## src/rtl/seg7_scan_ctrl.sv

```systemverilog
// seg7_scan_ctrl
//   Time-multiplexed scan controller for a multi-digit 7-segment display that
//   shares a single BCD7 decoder. Each digit slot is DIV cycles long: BLANK
//   dark cycles (anti-ghosting gap) followed by DIV-BLANK lit cycles. The
//   displayed value is double-buffered and only swapped at frame boundaries.
//
//   Optional feature: define SEG7_LZB_EN to enable leading-zero blanking.
//   Digit 0 is always lit.
//
// Parameters
//   DIGITS  number of digits scanned (2..8)
//   DIV     clock cycles per digit slot (>= 4)
//   BLANK   dark cycles at the start of each slot (1 <= BLANK < DIV)
//
// Ports
//   clk    system clock, rising edge
//   rst    asynchronous active-high reset
//   en     scan enable; 0 forces the display dark and restarts at digit 0
//   load   one-cycle strobe capturing din
//   din    BCD digits, din[3:0] is digit 0 (least significant)
//   bcd    nibble for the shared BCD7 decoder; 4'hF renders dark
//   an     active-low digit enables, at most one low
//   frame  one-cycle pulse on the last cycle of each full scan
module seg7_scan_ctrl #(
    parameter int unsigned DIGITS = 4,
    parameter int unsigned DIV    = 50000,
    parameter int unsigned BLANK  = 4
) (
    input  logic                  clk,
    input  logic                  rst,
    input  logic                  en,
    input  logic                  load,
    input  logic [4*DIGITS-1:0]   din,
    output logic [3:0]            bcd,
    output logic [DIGITS-1:0]     an,
    output logic                  frame
);

    localparam int unsigned TW = $clog2(DIV);
    localparam int unsigned IW = $clog2(DIGITS);

    localparam logic [TW-1:0] TICK_LAST  = TW'(DIV - 1);
    localparam logic [TW-1:0] BLANK_LAST = TW'(BLANK - 1);
    localparam logic [IW-1:0] IDX_LAST   = IW'(DIGITS - 1);

    typedef enum logic [1:0] {
        ST_IDLE,
        ST_BLANK,
        ST_SHOW
    } state_t;

    state_t              state, state_nxt;
    logic [TW-1:0]       tick, tick_nxt;
    logic [IW-1:0]       idx, idx_nxt;

    logic [4*DIGITS-1:0] hold;
    logic [4*DIGITS-1:0] disp;
    logic                pend;

    logic                boundary;
    logic                lit;

    // Last lit cycle of the last digit: frame pulse and buffer swap point.
    assign boundary = (state == ST_SHOW) && (tick == TICK_LAST) && (idx == IDX_LAST);

    // State register
    always_ff @(posedge clk or posedge rst) begin
        if (rst) begin
            state <= ST_IDLE;
            tick  <= '0;
            idx   <= '0;
        end else begin
            state <= state_nxt;
            tick  <= tick_nxt;
            idx   <= idx_nxt;
        end
    end

    // Next-state logic; tick runs through the whole slot, BLANK and SHOW alike.
    always_comb begin
        state_nxt = state;
        tick_nxt  = tick;
        idx_nxt   = idx;
        if (!en) begin
            state_nxt = ST_IDLE;
            tick_nxt  = '0;
            idx_nxt   = '0;
        end else begin
            unique case (state)
                ST_IDLE: begin
                    state_nxt = ST_BLANK;
                    tick_nxt  = '0;
                    idx_nxt   = '0;
                end
                ST_BLANK: begin
                    tick_nxt = tick + 1'b1;
                    if (tick == BLANK_LAST) begin
                        state_nxt = ST_SHOW;
                    end
                end
                ST_SHOW: begin
                    if (tick == TICK_LAST) begin
                        state_nxt = ST_BLANK;
                        tick_nxt  = '0;
                        idx_nxt   = (idx == IDX_LAST) ? '0 : idx + 1'b1;
                    end else begin
                        tick_nxt = tick + 1'b1;
                    end
                end
                default: begin
                    state_nxt = ST_IDLE;
                    tick_nxt  = '0;
                    idx_nxt   = '0;
                end
            endcase
        end
    end

    // Display double buffer. A load that lands on the swap point or while
    // idle bypasses the capture buffer, since no frame is in progress to tear.
    always_ff @(posedge clk or posedge rst) begin
        if (rst) begin
            hold <= '0;
            disp <= '0;
            pend <= 1'b0;
        end else begin
            if (load && (boundary || state == ST_IDLE)) begin
                disp <= din;
                pend <= 1'b0;
            end else begin
                if (boundary && pend) begin
                    disp <= hold;
                    pend <= 1'b0;
                end
                if (load) begin
                    hold <= din;
                    pend <= 1'b1;
                end
            end
        end
    end

`ifdef SEG7_LZB_EN
    // lz[k] is set when digit k and every more significant digit are zero.
    logic [DIGITS-1:0] lz;

    always_comb begin
        logic upper_zero;
        upper_zero = 1'b1;
        lz         = '0;
        for (int unsigned k = 0; k < DIGITS; k++) begin
            upper_zero            = upper_zero && (disp[4*(DIGITS-1-k) +: 4] == 4'h0);
            lz[DIGITS-1-k]        = upper_zero;
        end
    end

    assign lit = (idx == '0) || !lz[idx];
`else
    assign lit = 1'b1;
`endif

    // Output decode from registered state only.
    always_comb begin
        an    = '1;
        bcd   = 4'hF;
        frame = boundary;
        if (state == ST_SHOW && lit) begin
            an[idx] = 1'b0;
            bcd     = disp[4*idx +: 4];
        end
    end

endmodule

```

## config.mk

```make
export PLATFORM = sky130hd
export DESIGN_NAME = seg7_scan_ctrl
export DESIGN_NICKNAME = d
export VERILOG_FILES = /design/src/rtl/seg7_scan_ctrl.sv
export SDC_FILE = /design/constraint.sdc
export NUM_CORES = 1
export LEC_CHECK = 0
export BUFFER_PORTS_ARGS = -buffer_cell sky130_fd_sc_hd__buf_2
export CORE_ASPECT_RATIO = 0.75
export CORE_UTILIZATION = 50
export CTS_BUF_LIST = sky130_fd_sc_hd__clkbuf_8
export DETAILED_ROUTE_END_ITERATION = 6
export PLACE_DENSITY = 0.73
export REMOVE_ABC_BUFFERS = 1
export SYNTH_ARGS = -nofsm -noshare
export SYNTH_HDL_FRONTEND = slang
export SYNTH_SLANG_ARGS = --single-unit
export TNS_END_PERCENT = 50
```

## constraint.sdc

```tcl
create_clock -name clk -period 2.45 [get_ports clk]
set_input_delay 0.3675 -clock clk [delete_from_list [all_inputs] [get_ports clk]]
set_output_delay 0.3675 -clock clk [all_outputs]
set_load 0.05 [all_outputs]
```

* After elaboration in Yosys (flattened, before gate mapping)
Index checks and enable logic that the tools add are counted.
** Cells by class
- Add/sub/neg operators :: 2
- Order comparisons :: 2
- Eq/ne operators :: 8
- Shift-type cells :: 1
- Multiplexer cells :: 20
- Bitwise logic cells :: 2
- Reduce and logical (&&, ||, !) cells :: 12
** Operators with widths (number)
- 16-bit two-way mux :: 4
- 16-bit one-hot mux with 2 select lines :: 1
- 16-bit by 1-bit adder with 16-bit output, second input constant :: 1
- 16-bit equality test, second input constant :: 1
- 16-bit by 2-bit equality test with 1-bit output, second input constant :: 1
- 16-bit by 5-bit variable part select with 4-bit output :: 1
- 2-bit two-way mux :: 6
- 4-bit two-way mux :: 2
- 2-bit one-hot mux with 3 select lines :: 1
- 2-bit AND reduction :: 3
- 1-bit logical AND :: 5
- 2-bit equality test, second input constant :: 2
- 1-bit two-way mux :: 4
- 4-bit NOT :: 1
- 2-bit one-hot mux with 2 select lines :: 1
- 2-bit by 3-bit less-than comparator with 1-bit output, second input constant :: 1
- 3-bit by 2-bit != test with 1-bit output, second input constant :: 1
- 3-bit != test, second input constant :: 1
- 3-bit nonzero test :: 1
- 2-bit by 1-bit adder with 2-bit output, second input constant :: 1
- 1-bit demux with 2-bit select :: 1
- 2-bit by 1-bit equality test with 1-bit output, second input constant :: 1
- 2-bit by 1-bit >= comparator with 1-bit output, second input constant :: 1
- 2-bit zero test :: 1
- 4 further kinds :: 4
** Word-level totals
- Bits in registers :: 53
- Bits of input ports :: 20
- Output and inout port bits :: 9

* Longest topological paths before layout
Gate-level depths: netlist (run 1).
- Depth after elaboration :: 7
- Depth in mapped cells :: 8

* Worst setup path after synthesis (run 1)
Ideal clock, no wire load.
- Path kind :: register to register
- Start point :: register state[0]
- End point :: register disp[0]
- Setup time :: 125 ps
- Arrival :: 2842 ps
- Required time :: 2325 ps
- Setup slack :: -517 ps
- Cell stages (with the launch flop) :: 8
- Buffers on the path :: 1
- Period minus slack after synthesis :: 2967 ps
- Path through :: dfrtp_1 -> inv_1 -> ha_1 -> nand2_1 -> nor2_1 -> o21ai_1 -> buf_2 -> mux2_4
** Between the ends
- Longest elaborated chain between the ends :: 6
** RTL lines
- start: declaration :: RTL line 52 : state_t state, state_nxt;
- start signal: assignment :: RTL line 73 : state <= state_nxt;
- 2-bit equality test (*) :: RTL line 64 : assign boundary = (state == ST_SHOW) && (tick == TICK_LAST) && (idx == IDX_LAST);
- 1-bit logical AND (*) (2 in a row) :: RTL line 64
- named net frame :: RTL line 36 : output logic frame
- 1-bit logical OR :: RTL line 127 : if (load && (boundary || state == ST_IDLE)) begin
- 1-bit logical AND :: RTL line 127
- 16-bit two-way mux / 2-bit nonzero test (equally long branches)
- end signal: assignment :: RTL line 128 : disp <= din;
- end signal: assignment :: RTL line 132 : disp <= hold;
- end: declaration :: RTL line 57 : logic [4*DIGITS-1:0] disp;
The timed path passes the listed nets; every way through them passes the cells marked *.
A chain may end at the register's enable or synchronous reset.

* Worst setup path in the final report (run 1)
- Start point :: register tick[11]
- End point :: output port frame
** Between the ends
- Longest elaborated chain between the ends :: 3
** RTL lines
- start: declaration :: RTL line 53 : logic [TW-1:0] tick, tick_nxt;
- start signal: assignment :: RTL line 74 : tick <= tick_nxt;
- 16-bit equality test :: RTL line 64
- 1-bit logical AND (2 in a row) :: RTL line 64
- end: declaration :: RTL line 36
Every way passes these cells.

==> key figures, run 1 <==
Clock network
  – Cts repair resizes: 0
  – Clock transition at the register clock pins on the worst setup and hold paths after CTS: 0.09 ns
  – Number of hold buffers added after CTS: 0
  – CTS tree: done
  – Clock insertion delay at the later pin of the skew report: 0.31 ns
  – # H-tree levels: 2
  – Root buffer selected by CTS: sky130_fd_sc_hd__clkbuf_8
  – Post-CTS repair timing setup buffer count: 0
  – Clock buffer count from CTS: 5
  – Sink count of the clock tree: 53
  – Worst-case clock buffer depth: 2

Run
  – Reported max-cap violation count: 0

Yosys
  – Post-synthesis average cell area: 12.8 sq um
  – Number of instances in the synthesized netlist: 216
  – Distinct cells, synth: 38
  – Commonest cells in the synthesized netlist: sky130_fd_sc_hd__dfrtp_1, sky130_fd_sc_hd__mux2_2, sky130_fd_sc_hd__nor2_1
  – Area of the mapped netlist: 2770 sq um
  – Proportion of synthesized flip-flops having asynchronous set or reset: 100%
  – Count leader, synth: sky130_fd_sc_hd__dfrtp_1
  – Post-synthesis sequential element count: 53
  – Count of warnings emitted by yosys: 0
  – Synth Flop Type: sky130_fd_sc_hd__dfrtp_1
  – Area leader, netlist: sky130_fd_sc_hd__dfrtp_1
  – Sequential fraction of the synthesis area: 47.9%
  – Synth top area cells: sky130_fd_sc_hd__dfrtp_1, sky130_fd_sc_hd__mux2_2, sky130_fd_sc_hd__mux2_4, sky130_fd_sc_hd__ha_1, sky130_fd_sc_hd__mux4_2
  – Yosys top cell area share: 47.9%
  – Number of enable-type register cells in the synthesized netlist: 0

Critical path
  – Worst Path Buf+Inv: 2
  – Type of element launching the critical path: register
  – Cell class contributing the biggest share of worst-path delay: simple AND/OR/NAND/NOR gates
  – Crit path capture type: output pin
  – Required time worst endpoint: 2.08 ns
  – Slowest CP cell: sky130_fd_sc_hd__dfrtp_1
  – Startpoint of the worst setup timing path: tick[11]
  – Worst setup path category: register to output pin
  – Maximum net fanout on the critical path: 5
  – Largest stage delay on the critical path: 0.45 ns
  – Cells traversed along the worst timing path: nor4_4 -> nand4_2 -> nor2_1 -> buf_4 -> buf_2
  – Reg-to-reg startpoint: tick[11]
  – Arr. time, crit path: 1.99 ns

Global route
  – Wire length of the first global-routing pass: 8290 um
  – Number of global-route vias before repair: 1744
  – All-layer global routing usage: 18.8%
  – Maximum number of pins on one net before global-route repair: 22
  – GRT Residual Overflow: 0
  – Antenna violations before repair: 0

Detailed routing
  – Remaining routing DRC violations: 0
  – Wire per inst: 14.9 um
  – Antenna viol nets, final: 0
  – Iter 0 DRT Violations: 60
  – Detailed-route vias per instance: 5.19
  – DR vias: 1709
  – Total wire length after detailed routing: 4890 um
  – Pre-antenna DRT Iters: 4

Pwr
  – Leakage: 1.43 nW
  – Post-route total power: 3.03 mW
  – Pwr Density: 966 nW/um^2
  – Peak VDD IR: 0.550 mV

Timing
  – Shortest clock period the worst path allows after layout: 2.36 ns
  – Final period utilization: 96.2%
  – Worst setup skew after layout: 0.0116 ns
  – Tightest Pin Transition: 0.702 ns
  – Unrepaired setup endpoints after global routing: no
  – Final-report max-slew violation count: 0
  – Final setup violation count: 0
  – Worst relative slew slack: 53.0%
  – Final hold violations: 0
  – Fin Hold WS: 0.00788 ns
  – Highest achievable clock rate: 0.424 GHz

Placed design
  – HPWL after detailed placement: 3550 um
  – Number of input and output port buffers inserted: 28
  – Final estimated routing congestion in global placement: 0.828

Cells and area
  – Synth-to-Final Area Change: 13.4%
  – Utilization after layout: 59.0%
  – Final Net Count: 283
  – Number of fill cells: 432
  – Fraction of final layout cells with drive strength greater than 1: 41.7%
  – Number of inserted diodes: 0

Floorplan
  – Number of standard-cell rows in the floorplan: 23
  – Vert. Die Dim: 66.4 um
  – Initial cell density of the core: 52.0%
  – Placeable core region: 5320 sq um
  – Number of ports placed on the die boundary: 29
  – Total Die Area: 5840 sq um
  – Die width: 87.9 um

Status
  – Run status: finished, final reports clean

Hold path
  – Hold WC Path Type: input port to async pin
## worst paths after layout
check,to,slack [ns],cells past startpoint
max,frame,0.09,5
min,hold[1],0.008,2
max reg2reg,disp[5],0.24,6
min reg2reg,tick[0],0.48,1
max in group asynchronous,disp[1],1.84,3
min in group clk,disp[13],0.29,2
## layer usage
layer	part of all wire (%)	up-vias	global-route usage [%]
met5	0	-	0
met4	1.5	0	6.15
met3	2.7	8	3.87
met2	44	23	28.6
met1	52	848	26.8
li1	-	830	-
## power by group
group,switching [mW],internal [mW],total [mW]
Clock,0.281,0.297,0.578
Combinational,0.453,0.660,1.11
Sequential,0.170,1.17,1.34
## metrics by stage
step / std cells / setup TNS, ns / cell area (sq um) / setup WS, ns
5_1_grt: 329 / 0 / 3140 / 0.0203
6_report: 329 / 0 / 3140 / 0.0936
3_3_place_gp: 322 / 0 / 3030 / 0.169
4_1_cts: 329 / 0 / 3130 / 0.0596
3_5_place_dp: 322 / 0 / 3030 / 0.0893
2_1_floorplan: 209 / -22.19 / 2720 / -0.911
## registers in the layout, summed over array words and instances, names as in the netlist
| register | flops |
|---|---|
| idx | 2 |
| pend | 1 |
| state | 2 |
| tick | 16 |
| disp | 16 |
| hold | 16 |
## layout make-up
class | instances | area [sq um] | share of cell area (%)
sequential | 53 | 1330 | 42.2
inverter | 8 | 30.0 | 0.956
timing repair buffer | 38 | 215 | 6.85
clock inverter | 2 | 35.0 | 1.12
tap | 75 | 93.8 | 2.99
multi-input combinational | 148 | 1370 | 43.7
clock buffer | 5 | 68.8 | 2.19
## cell families (layout without fill, tap and decap cells)
group | count (synthesis) | after routing | synth area share [%]
simple gates | 63 | 63 | 12.5
compound gates | 9 | 9 | 2.26
fa+ha+maj | 9 | 9 | 4.07
buf+inv | 15 | 53 | 2.98
xor+xnor | 14 | 14 | 4.43
mux | 53 | 53 | 25.8
flops | 53 | 53 | 47.9
## layout by cell type, fill, tap and decap left out
cell,count
sky130_fd_sc_hd__a211oi_1,1
sky130_fd_sc_hd__a21boi_0,2
sky130_fd_sc_hd__a21o_2,1
sky130_fd_sc_hd__a21oi_1,2
sky130_fd_sc_hd__a41oi_1,1
sky130_fd_sc_hd__and3_1,1
sky130_fd_sc_hd__and3_2,1
sky130_fd_sc_hd__and4_1,3
sky130_fd_sc_hd__buf_2,28
sky130_fd_sc_hd__buf_4,10
sky130_fd_sc_hd__bufinv_16,1
sky130_fd_sc_hd__clkbuf_8,5
sky130_fd_sc_hd__clkinv_2,1
sky130_fd_sc_hd__dfrtp_1,53
sky130_fd_sc_hd__ha_1,9
sky130_fd_sc_hd__inv_1,7
sky130_fd_sc_hd__inv_2,1
sky130_fd_sc_hd__mux2_2,28
sky130_fd_sc_hd__mux2_4,20
sky130_fd_sc_hd__mux2i_1,1
sky130_fd_sc_hd__mux4_2,4
sky130_fd_sc_hd__nand2_1,11
sky130_fd_sc_hd__nand2b_1,4
sky130_fd_sc_hd__nand3_1,7
sky130_fd_sc_hd__nand4_1,2
sky130_fd_sc_hd__nand4_2,1
sky130_fd_sc_hd__nor2_1,22
sky130_fd_sc_hd__nor2b_1,1
sky130_fd_sc_hd__nor3_1,2
sky130_fd_sc_hd__nor3_2,1
sky130_fd_sc_hd__nor3b_2,1
sky130_fd_sc_hd__nor4_1,2
sky130_fd_sc_hd__nor4_4,1
sky130_fd_sc_hd__nor4b_1,1
sky130_fd_sc_hd__o21ai_4,1
sky130_fd_sc_hd__o31ai_1,1
sky130_fd_sc_hd__or3_1,1
sky130_fd_sc_hd__or4b_2,1
sky130_fd_sc_hd__xnor2_1,6
sky130_fd_sc_hd__xor2_1,8
No activity file was read; power rests on OpenSTA's default activity.
==> run 2: changes to the inputs <==
- RECOVER_POWER: not set -> 25
==> run 2 against run 1 <==
  * Via count is the same
  * Clock power is essentially flat
  * Cell count is the same
  * Sequential power is essentially flat
  * Fmax is essentially flat
  * Routed wire length shrank 0.20%
==> key figures, run 2 (synthesis results as in run 1) <==
Placed design
  – HPWL after detailed placement: 3550 um (unchanged)
  – Placed insts: 322 (unchanged)
  – Placed cell areas: 3030 sq um (unchanged)
  – Final estimated routing congestion in global placement: 0.828 (unchanged)
  – Number of input and output port buffers inserted: 28 (unchanged)

Clock network
  – Root buffer selected by CTS: sky130_fd_sc_hd__clkbuf_8
  – CTS tree: done
  – Clock transition at the register clock pins on the worst setup and hold paths after CTS: 0.09 ns (about the same)
  – Worst-case clock buffer depth: 2 (unchanged)
  – Clock insertion delay at the later pin of the skew report: 0.31 ns (about the same)
  – # H-tree levels: 2 (unchanged)
  – Clock buffer count from CTS: 5 (unchanged)
  – Post-CTS repair timing setup buffer count: 0 (unchanged)
  – Number of hold buffers added after CTS: 0 (unchanged)
  – Sink count of the clock tree: 53 (unchanged)

Pwr
  – Switch Pwr: 903 uW (about the same)
  – Fraction of power consumed by combinational cells: 36.6% (about the same)
  – Cell Int Power: 2.13 mW (about the same)
  – Net switching fraction of the power: 29.8% (about the same)
  – Peak VDD IR: 0.550 mV (about the same)
  – Post-route total power: 3.03 mW (about the same)
  – Pwr Density: 967 nW/um^2 (about the same)
  – Leakage: 1.43 nW (-0.18%)
  – Clock Power Share: 19.1% (about the same)
  – Share of total power in sequential cells: 44.3% (about the same)

Detailed routing
  – Total wire length after detailed routing: 4880 um (-0.20%)
  – Iter 0 DRT Violations: 70 (+17%)
  – Detailed-route vias per instance: 5.19 (unchanged)
  – DR vias: 1709 (unchanged)
  – Antenna viol nets, final: 0 (unchanged)
  – Pre-antenna DRT Iters: 4 (unchanged)
  – Remaining routing DRC violations: 0 (unchanged)
  – Wire per inst: 14.8 um (-0.20%)

Global route
  – Number of global-route vias before repair: 1744 (unchanged)
  – Maximum number of pins on one net before global-route repair: 22 (unchanged)
  – GRT Residual Overflow: 0 (unchanged)
  – Antenna violations before repair: 0 (unchanged)
  – Wire length of the first global-routing pass: 8290 um (unchanged)
  – All-layer global routing usage: 18.8% (unchanged)

Floorplan
  – Initial cell density of the core: 52.0% (unchanged)
  – Number of standard-cell rows in the floorplan: 23 (unchanged)
  – Total Die Area: 5840 sq um (unchanged)
  – Vert. Die Dim: 66.4 um (unchanged)
  – Die width: 87.9 um (unchanged)
  – Placeable core region: 5320 sq um (unchanged)
  – Number of ports placed on the die boundary: 29 (unchanged)

Timing
  – Final-report max-slew violation count: 0 (unchanged)
  – Worst relative slew slack: 42.1% (-11 points)
  – Final hold violations: 0 (unchanged)
  – Final setup violation count: 0 (unchanged)
  – Worst setup skew after layout: 0.0117 ns (+0.0000491 ns)
  – Highest achievable clock rate: 0.425 GHz (about the same)
  – Unrepaired setup endpoints after global routing: no
  – Shortest clock period the worst path allows after layout: 2.35 ns (-0.00195 ns)
  – Fin Hold WS: 0.118 ns (+0.110 ns)
  – Tightest Pin Transition: 0.868 ns (+0.167 ns)
  – Final period utilization: 96.1% (about the same)

Critical path
  – R2r endpoint: disp[5]
  – Largest stage delay on the critical path: 0.45 ns (about the same)
  – Type of element launching the critical path: register
  – Required time worst endpoint: 2.08 ns (about the same)
  – Slack of the worst reg-to-reg path: 0.23 ns (about the same)
  – Slowest CP cell: sky130_fd_sc_hd__dfrtp_1
  – Cells traversed along the worst timing path: nor4_4 -> nand4_2 -> nor2_1 -> buf_4 -> buf_2
  – Maximum net fanout on the critical path: 5 (unchanged)
  – Arr. time, crit path: 1.99 ns (about the same)
  – Crit path capture type: output pin
  – Worst setup path category: register to output pin
  – R2R cell count: 6 (unchanged)
  – Startpoint of the worst setup timing path: tick[11]
  – Reg-to-reg startpoint: tick[11]

Run
  – Reported max-cap violation count: 0 (unchanged)

Cells and area
  – Fraction of final layout cells with drive strength greater than 1: 40.9% (-0.79 points)
  – Synth-to-Final Area Change: 13.3%
  – Top library cells by usage in the layout, fill and taps aside: sky130_fd_sc_hd__dfrtp_1, sky130_fd_sc_hd__mux2_2, sky130_fd_sc_hd__buf_2
  – Final Net Count: 283 (unchanged)
  – Number of inserted diodes: 0 (unchanged)
  – Non-filler instance count after layout: 329 (unchanged)
  – Largest regs: disp x16, hold x16, tick x16
  – Final design instance area without fill: 3140 sq um (-0.12%)
  – Most common cell after layout, fill and taps aside: sky130_fd_sc_hd__dfrtp_1

Status
  – Run status: finished, final reports clean

Hold path
  – Hold WC Path Type: input port to async pin
## run 2: cell count changes in the layout (fill, tap and decap cells not counted), sizes merged
cell	previous run	this run
buf	38	37
clkbuf	5	6
## run 2: what timing repair did
| action | 4_1_cts | 5_1_grt |
|---|---|---|
| setup endpoints to repair | 0 | 6 |
| resized for setup | 0 | 1 |
| endpoints found under the hold margin | 0 | 0 |
## run 2: routing by layer
layer / global-route usage, % / up-vias / wire, um
met5: 0 / - / 0
met4: 6.15 / 0 / 72
met3: 3.87 / 8 / 131
met2: 28.6 / 23 / 2150
met1: 26.8 / 847 / 2530
li1: - / 831 / -
## run 2: power groups by stage
stage               clock (mW)  sequential [mW]  combinational [mW]
detailed placement           0             1.36                1.11
CTS                      0.593             1.34                1.12
floorplan                    0             1.30               0.919
global route             0.618             1.38                1.21
finish                   0.578             1.34                1.11
global placement             0             1.34                1.08
## run 2: critical path: cells and delay by family, from the launching register on
family	cells	cell delay [ns]
AND/OR/NAND/NOR	3	0.78
buffers and inverters	2	0.45
flip-flops	1	0.45
## run 2: final cells by class
cell class / count / area, sq um
clock buffers: 5 / 68.8
clock inverters: 2 / 35.0
fillers: 434 / 2190
inverters: 8 / 30.0
multi-input cells: 148 / 1370
flip-flops and latches: 53 / 1330
well taps: 75 / 93.8
repair buffers: 38 / 211
## run 2: metrics by stage
stage                     setup WS, ns  TNS [ns]  util, %
after global placement           0.169         0     56.9
after floorplan                 -0.911    -22.19        -
after CTS                       0.0596         0     58.8
after detailed placement        0.0893         0     56.9
final                           0.0955         0     58.9
after global routing            0.0203         0     58.9
## run 2: how the worst max path moves through the flow
| stage | to | slack (ns) | cells after the start |
|---|---|---|---|
| floorplan | disp[0] | -0.91 | 6 |
| global placement | disp[9] | 0.17 | 6 |
| detailed placement | disp[9] | 0.09 | 6 |
| CTS | disp[9] | 0.06 | 6 |
| global route | frame | 0.02 | 5 |
| finish | frame | 0.1 | 5 |
==> run 3: changes to the inputs <==
- CORE_MARGIN: not set -> 3
- PLACE_DENSITY: 0.73 -> 0.69
==> run 3 against run 2 <==
  * Critical endpoint is now disp[5]
  * Core utilization grew 2.2 points
  * Via count decreased by 2.2%
  * Power up 0.79%
  * Highest routed layer unchanged
==> key figures, run 3 (synthesis results as in run 1) <==
Global route
  – GRT Residual Overflow: 0 (unchanged)
  – Maximum number of pins on one net before global-route repair: 54 (+150%)
  – Wire length of the first global-routing pass: 8280 um (-0.16%)
  – Antenna violations before repair: 0 (unchanged)
  – Number of global-route vias before repair: 1700 (-2.5%)
  – All-layer global routing usage: 16.1% (-2.8 points)

Pwr
  – Net switching fraction of the power: 29.1% (-0.66 points)
  – Pwr Density: 978 nW/um^2 (+1.1%)
  – Switch Pwr: 890 uW (-1.4%)
  – Cell Int Power: 2.17 mW (+1.7%)
  – Leakage: 1.43 nW (-0.14%)
  – Share of total power in sequential cells: 43.8% (-0.5 points)
  – Fraction of power consumed by combinational cells: 36.2% (-0.4 points)
  – Peak VDD IR: 0.482 mV (-12%)
  – Clock Power Share: 20.1% (+1.0 points)
  – Post-route total power: 3.06 mW (+0.79%)

Detailed routing
  – Detailed-route vias per instance: 5.14 (-1.0%)
  – DR vias: 1671 (-2.2%)
  – Wire per inst: 14.7 um (-0.74%)
  – Antenna viol nets, final: 0 (unchanged)
  – Iter 0 DRT Violations: 38 (-46%)
  – Remaining routing DRC violations: 0 (unchanged)
  – Pre-antenna DRT Iters: 4 (unchanged)
  – Total wire length after detailed routing: 4790 um (-1.9%)

Hold path
  – Hold WC Path Type: input port to register

Clock network
  – Number of hold buffers added after CTS: 0 (unchanged)
  – # H-tree levels: 2 (unchanged)
  – Clock transition at the register clock pins on the worst setup and hold paths after CTS: 0.10 ns (about the same)
  – Sink count of the clock tree: 53 (unchanged)
  – Root buffer selected by CTS: sky130_fd_sc_hd__clkbuf_8
  – Clock buffer count from CTS: 5 (unchanged)
  – Worst-case clock buffer depth: 2 (unchanged)
  – Clock insertion delay at the later pin of the skew report: 0.31 ns (about the same)
  – CTS tree: done

Placed design
  – Placed cell areas: 3010 sq um (-0.62%)
  – Number of input and output port buffers inserted: 28 (unchanged)
  – Final estimated routing congestion in global placement: 0.779 (-5.9%)
  – HPWL after detailed placement: 3350 um (-5.5%)

Floorplan
  – Placeable core region: 5120 sq um (-3.8%)
  – Number of standard-cell rows in the floorplan: 22 (-4.3%)
  – Number of ports placed on the die boundary: 29 (unchanged)
  – Die width: 91.9 um (+4.5%)
  – Initial cell density of the core: 54.1% (+2.1 points)
  – Total Die Area: 6480 sq um (+11%)
  – Vert. Die Dim: 70.4 um (+6.0%)

Cells and area
  – Most common cell after layout, fill and taps aside: sky130_fd_sc_hd__dfrtp_1
  – Final Net Count: 281 (-0.71%)
  – Fraction of final layout cells with drive strength greater than 1: 41.1% (+0.16 points)
  – Number of inserted diodes: 0 (unchanged)
  – Largest regs: disp x16, hold x16, tick x16
  – Top library cells by usage in the layout, fill and taps aside: sky130_fd_sc_hd__dfrtp_1, sky130_fd_sc_hd__mux2_2, sky130_fd_sc_hd__buf_2
  – Synth-to-Final Area Change: 12.9%
  – Utilization after layout: 61.1% (+2.2 points)
  – Final design instance area without fill: 3130 sq um (-0.32%)

Timing
  – Unrepaired setup endpoints after global routing: no
  – Fin Hold WS: 0.268 ns (+0.150 ns)
  – Setup_tns: 0 ns (unchanged)
  – Final hold violations: 0 (unchanged)
  – Tightest Pin Transition: 1.30 ns (+0.428 ns)
  – Highest achievable clock rate: 0.440 GHz (+3.7%)
  – Final period utilization: 92.7% (-3.4 points)
  – Shortest clock period the worst path allows after layout: 2.27 ns (-0.0843 ns)
  – Worst setup skew after layout: 0.00922 ns (-0.00245 ns)
  – Final-report max-slew violation count: 0 (unchanged)
  – Worst relative slew slack: 13.6% (-29 points)
  – Final setup violation count: 0 (unchanged)

Critical path
  – Slowest CP cell: sky130_fd_sc_hd__dfrtp_1
  – Cells traversed along the worst timing path: ha_1 -> and4_1 -> nand4_2 -> or3_1 -> buf_4 -> mux2_4 -> mux2_4
  – Worst setup path category: register to register
  – Maximum net fanout on the critical path: 16 (+11)
  – Cell occurring most often along the worst timing path: sky130_fd_sc_hd__mux2_4
  – Worst Path Buf+Inv: 1 (-1)
  – Crit path capture type: register
  – Cell class contributing the biggest share of worst-path delay: simple AND/OR/NAND/NOR gates
  – Required time worst endpoint: 2.65 ns (+0.57 ns)
  – Largest stage delay on the critical path: 0.38 ns (-0.07 ns)
  – Arr. time, crit path: 2.47 ns (+0.48 ns)
  – Type of element launching the critical path: register

Status
  – Run status: finished, final reports clean

Run
  – Reported max-cap violation count: 0 (unchanged)
[run 3: routing by layer]
| metal | track usage, % | vias up | part of all wire [%] |
|---|---|---|---|
| li1 | - | 830 | - |
| met1 | 23.2 | 808 | 52 |
| met2 | 23.9 | 28 | 43 |
| met3 | 4.09 | 5 | 4.1 |
| met4 | 4.45 | 0 | 0.92 |
| met5 | 0 | - | 0 |
[run 3: final cells by class]
cell class,instances,area (sq um)
clock buffer,6,82.6
clock inverter,2,33.8
fill,416,1990
inverter,8,30.0
multi-input combinational,148,1370
sequential,53,1330
tap,72,90.1
timing repair buffer,36,198
[run 3: path summary, 6_finish.rpt]
check	startpoint	to	slack [ns]	depth (start not counted)
max	tick[0]	disp[5]	0.18	7
min	load	pend	0.27	2
max reg2reg	tick[0]	disp[5]	0.18	7
min reg2reg	tick[0]	tick[0]	0.46	1
max in group asynchronous	rst	disp[8]	1.19	3
min in group asynchronous	rst	hold[10]	0.47	3
[run 3: stage by stage]
| stage | worst slack, ns | cells |
|---|---|---|
| floorplan | -0.911 | 209 |
| global placement | 0.286 | 317 |
| finish | 0.180 | 325 |
| global route | 0.0608 | 325 |
| detailed placement | 0.227 | 317 |
| CTS | 0.141 | 325 |
[run 3: power by group through the flow]
stage / Combinational (mW) / Clock, mW / Sequential, mW
floorplan: 0.919 / 0 / 1.30
global placement: 1.09 / 0 / 1.34
detailed placement: 1.12 / 0 / 1.35
CTS: 1.12 / 0.626 / 1.34
global route: 1.21 / 0.663 / 1.38
finish: 1.11 / 0.613 / 1.34
[run 3: repair_timing]
item,4_1_cts,5_1_grt
resized for setup,0,1
buffers inserted,0,0
setup endpoints to repair,0,1
